`src/rtl/cmp_arbiter_if.sv`:
```
// Requester-side bus of the shared comparator arbiter: request/operand inputs
// plus the grant pulse and tagged one-hot result.
interface cmp_arbiter_if #(
    parameter int NUM_REQ = 4,
    parameter int ID_W    = 2
);
    logic [NUM_REQ-1:0]    req;
    logic [NUM_REQ*16-1:0] a_in;
    logic [NUM_REQ*16-1:0] b_in;
    logic [NUM_REQ-1:0]    grant;
    logic                  busy;
    logic                  rsp_valid;
    logic [ID_W-1:0]       rsp_id;
    logic                  gt;
    logic                  lt;
    logic                  eq;

    modport master (
        output req, a_in, b_in,
        input  grant, busy, rsp_valid, rsp_id, gt, lt, eq
    );

    modport slave (
        input  req, a_in, b_in,
        output grant, busy, rsp_valid, rsp_id, gt, lt, eq
    );
endinterface

```
`src/rtl/cmp_arbiter.sv`:
```
// Round-robin arbiter sharing one 16-bit unsigned magnitude comparator among
// NUM_REQ requesters; two-state IDLE/CMP sequencer with registered outputs.
module cmp_mag16 (
    input  logic [15:0] a,
    input  logic [15:0] b,
    output logic        gt,
    output logic        lt,
    output logic        eq
);
    assign gt = (a > b);
    assign lt = (a < b);
    assign eq = (a == b);
endmodule

module cmp_arbiter #(
    parameter int NUM_REQ = 4,
    parameter int ID_W    = 2
) (
    input logic          clk,
    input logic          rst,
    cmp_arbiter_if.slave bus
);
    typedef enum logic {IDLE, CMP} state_t;

    state_t             state_q, state_d;
    logic [ID_W-1:0]    ptr_q, ptr_d;
    logic [ID_W-1:0]    cur_id_q, cur_id_d;
    logic [15:0]        a_reg_q, a_reg_d;
    logic [15:0]        b_reg_q, b_reg_d;
    logic [NUM_REQ-1:0] grant_q, grant_d;
    logic               busy_q, busy_d;
    logic               rsp_valid_q, rsp_valid_d;
    logic [ID_W-1:0]    rsp_id_q, rsp_id_d;
    logic               gt_q, gt_d, lt_q, lt_d, eq_q, eq_d;

    logic               win_found;
    logic [ID_W-1:0]    win_id;
    logic               cmp_gt, cmp_lt, cmp_eq;

    cmp_mag16 u_cmp (
        .a  (a_reg_q),
        .b  (b_reg_q),
        .gt (cmp_gt),
        .lt (cmp_lt),
        .eq (cmp_eq)
    );

    // Scan starting at ptr and wrapping; the first asserted request wins.
    always_comb begin
        win_found = 1'b0;
        win_id    = '0;
        for (int k = 0; k < NUM_REQ; k++) begin
            if (!win_found && bus.req[(int'(ptr_q) + k) % NUM_REQ]) begin
                win_found = 1'b1;
                win_id    = ID_W'((int'(ptr_q) + k) % NUM_REQ);
            end
        end
    end

    always_comb begin
        state_d     = state_q;
        ptr_d       = ptr_q;
        cur_id_d    = cur_id_q;
        a_reg_d     = a_reg_q;
        b_reg_d     = b_reg_q;
        grant_d     = '0;
        busy_d      = 1'b0;
        rsp_valid_d = 1'b0;
        rsp_id_d    = rsp_id_q;
        gt_d        = gt_q;
        lt_d        = lt_q;
        eq_d        = eq_q;
        case (state_q)
            IDLE: begin
                if (win_found) begin
                    a_reg_d  = bus.a_in[int'(win_id)*16 +: 16];
                    b_reg_d  = bus.b_in[int'(win_id)*16 +: 16];
                    grant_d  = NUM_REQ'(1) << win_id;
                    busy_d   = 1'b1;
                    cur_id_d = win_id;
                    ptr_d    = (win_id == ID_W'(NUM_REQ - 1)) ? '0 : win_id + 1'b1;
                    state_d  = CMP;
                end
            end
            CMP: begin
                gt_d        = cmp_gt;
                lt_d        = cmp_lt;
                eq_d        = cmp_eq;
                rsp_valid_d = 1'b1;
                rsp_id_d    = cur_id_q;
                state_d     = IDLE;
            end
            default: state_d = IDLE;
        endcase
    end

    always_ff @(posedge clk) begin
        if (rst) begin
            state_q     <= IDLE;
            ptr_q       <= '0;
            cur_id_q    <= '0;
            a_reg_q     <= '0;
            b_reg_q     <= '0;
            grant_q     <= '0;
            busy_q      <= 1'b0;
            rsp_valid_q <= 1'b0;
            rsp_id_q    <= '0;
            gt_q        <= 1'b0;
            lt_q        <= 1'b0;
            eq_q        <= 1'b0;
        end else begin
            state_q     <= state_d;
            ptr_q       <= ptr_d;
            cur_id_q    <= cur_id_d;
            a_reg_q     <= a_reg_d;
            b_reg_q     <= b_reg_d;
            grant_q     <= grant_d;
            busy_q      <= busy_d;
            rsp_valid_q <= rsp_valid_d;
            rsp_id_q    <= rsp_id_d;
            gt_q        <= gt_d;
            lt_q        <= lt_d;
            eq_q        <= eq_d;
        end
    end

    assign bus.grant     = grant_q;
    assign bus.busy      = busy_q;
    assign bus.rsp_valid = rsp_valid_q;
    assign bus.rsp_id    = rsp_id_q;
    assign bus.gt        = gt_q;
    assign bus.lt        = lt_q;
    assign bus.eq        = eq_q;
endmodule
```
`src/flat_wrapper.sv`:
```
// flat-port wrapper written by rule: the top's interface ports become plain ports
module cmp_arbiter_flat 
#(
    parameter int NUM_REQ = 4,
    parameter int ID_W    = 2
)
  (clk, rst, bus_req, bus_a_in, bus_b_in, bus_grant, bus_busy, bus_rsp_valid, bus_rsp_id, bus_gt, bus_lt, bus_eq);
  cmp_arbiter_if #(.NUM_REQ(NUM_REQ), .ID_W(ID_W)) bus_i ();
  input logic clk;
  input logic rst;
  input wire logic [$bits(bus_i.req)-1:0] bus_req;
  input wire logic [$bits(bus_i.a_in)-1:0] bus_a_in;
  input wire logic [$bits(bus_i.b_in)-1:0] bus_b_in;
  output wire logic [$bits(bus_i.grant)-1:0] bus_grant;
  output wire logic [$bits(bus_i.busy)-1:0] bus_busy;
  output wire logic [$bits(bus_i.rsp_valid)-1:0] bus_rsp_valid;
  output wire logic [$bits(bus_i.rsp_id)-1:0] bus_rsp_id;
  output wire logic [$bits(bus_i.gt)-1:0] bus_gt;
  output wire logic [$bits(bus_i.lt)-1:0] bus_lt;
  output wire logic [$bits(bus_i.eq)-1:0] bus_eq;
  assign bus_i.req = bus_req;
  assign bus_i.a_in = bus_a_in;
  assign bus_i.b_in = bus_b_in;
  assign bus_grant = bus_i.grant;
  assign bus_busy = bus_i.busy;
  assign bus_rsp_valid = bus_i.rsp_valid;
  assign bus_rsp_id = bus_i.rsp_id;
  assign bus_gt = bus_i.gt;
  assign bus_lt = bus_i.lt;
  assign bus_eq = bus_i.eq;
  cmp_arbiter #(.NUM_REQ(NUM_REQ), .ID_W(ID_W)) u_core (.clk(clk), .rst(rst), .bus(bus_i));
endmodule
```
`config.mk`:
```
export PLATFORM = sky130hd
export DESIGN_NAME = cmp_arbiter_flat
export DESIGN_NICKNAME = d
export VERILOG_FILES = /design/src/rtl/cmp_arbiter_if.sv /design/src/rtl/cmp_arbiter.sv /design/src/flat_wrapper.sv
export SDC_FILE = /design/constraint.sdc
export NUM_CORES = 1
export LEC_CHECK = 0
export CAP_MARGIN = 5
export CORE_MARGIN = 1.5
export CORE_UTILIZATION = 44
export DETAILED_ROUTE_END_ITERATION = 7
export GPL_ROUTABILITY_DRIVEN = 0
export PLACE_DENSITY = 0.87
export SLEW_MARGIN = 10
export SYNTH_ARGS = -nofsm -noshare
export SYNTH_HDL_FRONTEND = slang
export SYNTH_HIERARCHICAL = 1
export SYNTH_SLANG_ARGS = --single-unit
export TNS_END_PERCENT = 50
```
`constraint.sdc`:
```
create_clock -name clk -period 1.85 [get_ports clk]
set_input_delay 0.555 -clock clk [delete_from_list [all_inputs] [get_ports clk]]
set_output_delay 0.555 -clock clk [all_outputs]
set_load 0.01 [all_outputs]
```
==> metrics.md <==
| Metric | Value |
|---|---|
| GR Util All Layers | `0.296` |
| Initial Utilization | `0.453` |
| CP Launch Type | `input port` |
| Ranking of synthesized cells by area | `dfxtp_1 27%, a211oi_1 14%, a311oi_1 8.0%` |
| Post-synth EDFFs | `0` |
| Failing checks | `setup timing` |
| Sequential fraction of the synthesis area | `0.270` |
| Area share of fa/ha/maj cells after synthesis | `0.0575` |
| Clk pin slew, worst setup/hold paths | `0.09 ns` |
| Initial DRC Count | `437` |
| Complex-gate fraction of the synthesized area | `0.325` |
| Port Buffers | `144` |
| Worst setup margin | `-0.104 ns` |
| Hold Path Class | `flop to flop` |
| Ports | `145` |
| Antenna Cells | `0` |
| Syn. warnings | `6` |
| Final net count | `758` |
| Critical Path RT | `2.04 ns` |
| Maximum number of pins on one net before global-route repair | `37` |
| Share of layout cells above drive strength 1 | `0.118` |
| Worst hold stages | `2` |
| Critical path fanouts, max | `10` |
| Synth Cell Area | `3480 sq um` |
| Core ar. | `7690 sq um` |
| Tcrit/Tclk final | `1.06` |
| Setup Skew | `0.00335 ns` |
| DRC viols | `0` |
| Final setup violation count | `1` |
| CTS tree | `built` |
| Max Slew Vio Count | `0` |
| WHS | `0.488 ns` |
| #FFs+latches synth | `47` |
| Clock root buffer | `clkbuf_8` |
| Worst skew pair latency | `0.30 ns` |
| Pre-antenna DRT Iters | `7` |
| Routed WL | `13600 microns` |
| Reg2Reg Depth | `5` |
| Synth unique cells | `43` |
| Hold Fails Final Rpt | `0` |
| Total Power | `0.00359 W` |
| Critical Path End Type | `flop` |
| Wire per inst | `19.2 microns` |
| First-pass GRT wire length | `19900 microns` |
| WP data arrival | `2.15 ns` |
| Max Cap Violations | `0` |
| Minimum clock period | `1.95 ns` |
| Area leader, netlist | `dfxtp_1` |
| Power density cells | `664 nW/um^2` |
| Largest family of logic cells by synthesized area | `compound AO/OA/AOI/OAI gates` |
| Cells after DPL | `699` |
| Rel. slew slack | `0.714` |
| Area share of the largest cell type after synthesis | `0.270` |
| Mapped Avg Cell Area | `7.45 sq um` |
| Drt via density | `6.20` |
| Die Area | `8460 sq um` |
| Synth Area in XOR/XNOR | `0` |
| Mux cell area share after synthesis | `0.0144` |
| Top_reg_cell synth | `dfxtp_1` |
| Dpl ws | `-0.596 ns` |
| Initial antenna violation count | `0` |
| Leak | `2.11 nW` |
| Syn_nets | `618` |
| RSZ-0062 raised after global routing | `yes` |
| CP Class | `input port to flop` |
| Area Growth Syn to Fin | `55.3%` |
| # hold bufs at CTS | `0` |
| Num CTS Buffers | `5` |
| Most common cell in the netlist | `a211oi_1` |
| Post-DP HPWL | `9890 microns` |
| Vias | `4407` |
| VDD IR max | `0.481 mV` |
| Die Y | `92.0 microns` |
| Final Non-Filler Cells | `711` |
| Clock Path Buffers | `2` |
| ANT nets after route | `0` |
| Vias in the first global route | `4182` |
| Post-Synth Simple-Gate Area | `0.242` |
| Slew @ Worst Pin | `0.426 ns` |
| Post-Syn Instances | `468` |
| Clock sink total | `47` |
| Top cells by count, synth | `65 x a211oi_1, 47 x dfxtp_1, 41 x nand2_1, 41 x nor2_1, 36 x o21ai_0` |
| DIE WIDTH | `92.0 microns` |
| Rows | `32` |
| Status | `finished with violations` |
| Maximum clock frequency | `0.512 GHz` |
| CTS H-Tree Depth | `2` |
| Asr flop ratio synth | `0` |
| Filler cells | `575` |
| Global route overflow | `0` |
==> placed cells by master (no fill, tap or decap), drive strengths merged, types with 3 or more instances in the layout <==
| cell type | synthesis | layout |
|---|---|---|
| and3 | 34 | 34 |
| nand3 | 32 | 32 |
| o21ai | 37 | 37 |
| buf | 24 | 40 |
| mux2i | 5 | 5 |
| clkbuf | 28 | 10 |
| a211oi | 65 | 65 |
| nand4 | 4 | 4 |
| a311oi | 32 | 32 |
| nor3 | 4 | 4 |
| a21oi | 11 | 11 |
| nand2 | 41 | 41 |
| nor2 | 42 | 42 |
| dfxtp | 47 | 47 |
| ha | 16 | 16 |
| nor2b | 5 | 5 |
| clkdlybuf4s50 | 0 | 140 |
| o21a | 3 | 3 |
| inv | 19 | 19 |
==> critical path, stage by stage <==
cell and delay [ns]:
dlygate4sd2_1 0.33, buf_4 0.19, o32ai_4 0.31, buf_2 0.28
o21ai_0 0.15, a311oi_1 0.31
==> state kept, by name, summed over array words and instances, names as in the netlist <==
register	count
u_core/bus.rsp_id	2
u_core/cur_id_q	2
u_core/bus.gt	1
u_core/ptr_q	2
u_core/bus.grant	4
u_core/bus.eq	1
u_core/a_reg_q	16
u_core/b_reg_q	16
u_core/bus.rsp_valid	1
u_core/state_q	1
u_core/bus.lt	1
==> final cells by class <==
class	instances	area (sq um)	area share
Multi-Input combinational cell	350	2320	0.429
Timing Repair Buffer	185	1810	0.335
Sequential cell	47	942	0.174
Tap cell	102	128	0.0236
Clock buffer	6	72.6	0.0134
Inverter	19	71.3	0.0132
Clock inverter	2	60.1	0.0111
==> repair_timing <==
action,CTS,global route
pin swaps,1,3
setup buffers,1,1
cloned,0,2
setup endpoints to repair,37,35
gates resized for setup,7,20
==> power by group <==
| group | internal, W | switching (W) |
|---|---|---|
| registers | 0.00112 | 0.0000816 |
| logic | 0.000723 | 0.000764 |
| clock network | 0.000540 | 0.000358 |
| total | 0.00239 | 0.00120 |
==> metal layers <==
layer	global-route usage	vias to the layer above	part of all wire
met1	0.364	2051	0.38
met4	0.0821	0	0.023
met3	0.0597	36	0.095
met2	0.522	284	0.51
li1	-	2036	-
met5	0	-	0
==> final timing paths <==
check	start	slack, ns	to
max	bus_req[3]	-0.10	u_core/b_reg_q[2]$_SDFFE_PP0P_
min	u_core/cur_id_q[1]$_SDFFE_PP0P_	0.49	u_core/cur_id_q[1]$_SDFFE_PP0P_
max reg2reg	u_core/ptr_q[1]$_SDFFE_PP0P_	0.03	u_core/b_reg_q[2]$_SDFFE_PP0P_
min reg2reg	u_core/cur_id_q[1]$_SDFFE_PP0P_	0.49	u_core/cur_id_q[1]$_SDFFE_PP0P_
==> metrics by stage <==
step                      instance area, sq um   util   TNS, ns
after floorplan                           3480      -         0
after global placement                    5150  0.670    -17.54
after detailed placement                  5150  0.670    -19.70
after CTS                                 5300  0.689  -0.00390
after global routing                      5410  0.704    -0.235
final                                     5410  0.704    -0.104
==> logic make-up (layout without fill, tap and decap cells) <==
kind of cell | after synthesis | count (layout)
AO/OA/AOI/OAI | 158 | 158
multiplexers | 5 | 5
adder cells (fa/ha/maj) | 16 | 16
buffers and inverters | 71 | 212
AND/OR/NAND/NOR | 171 | 171
flip-flops | 47 | 47
Power figures use the tool's default switching activity.
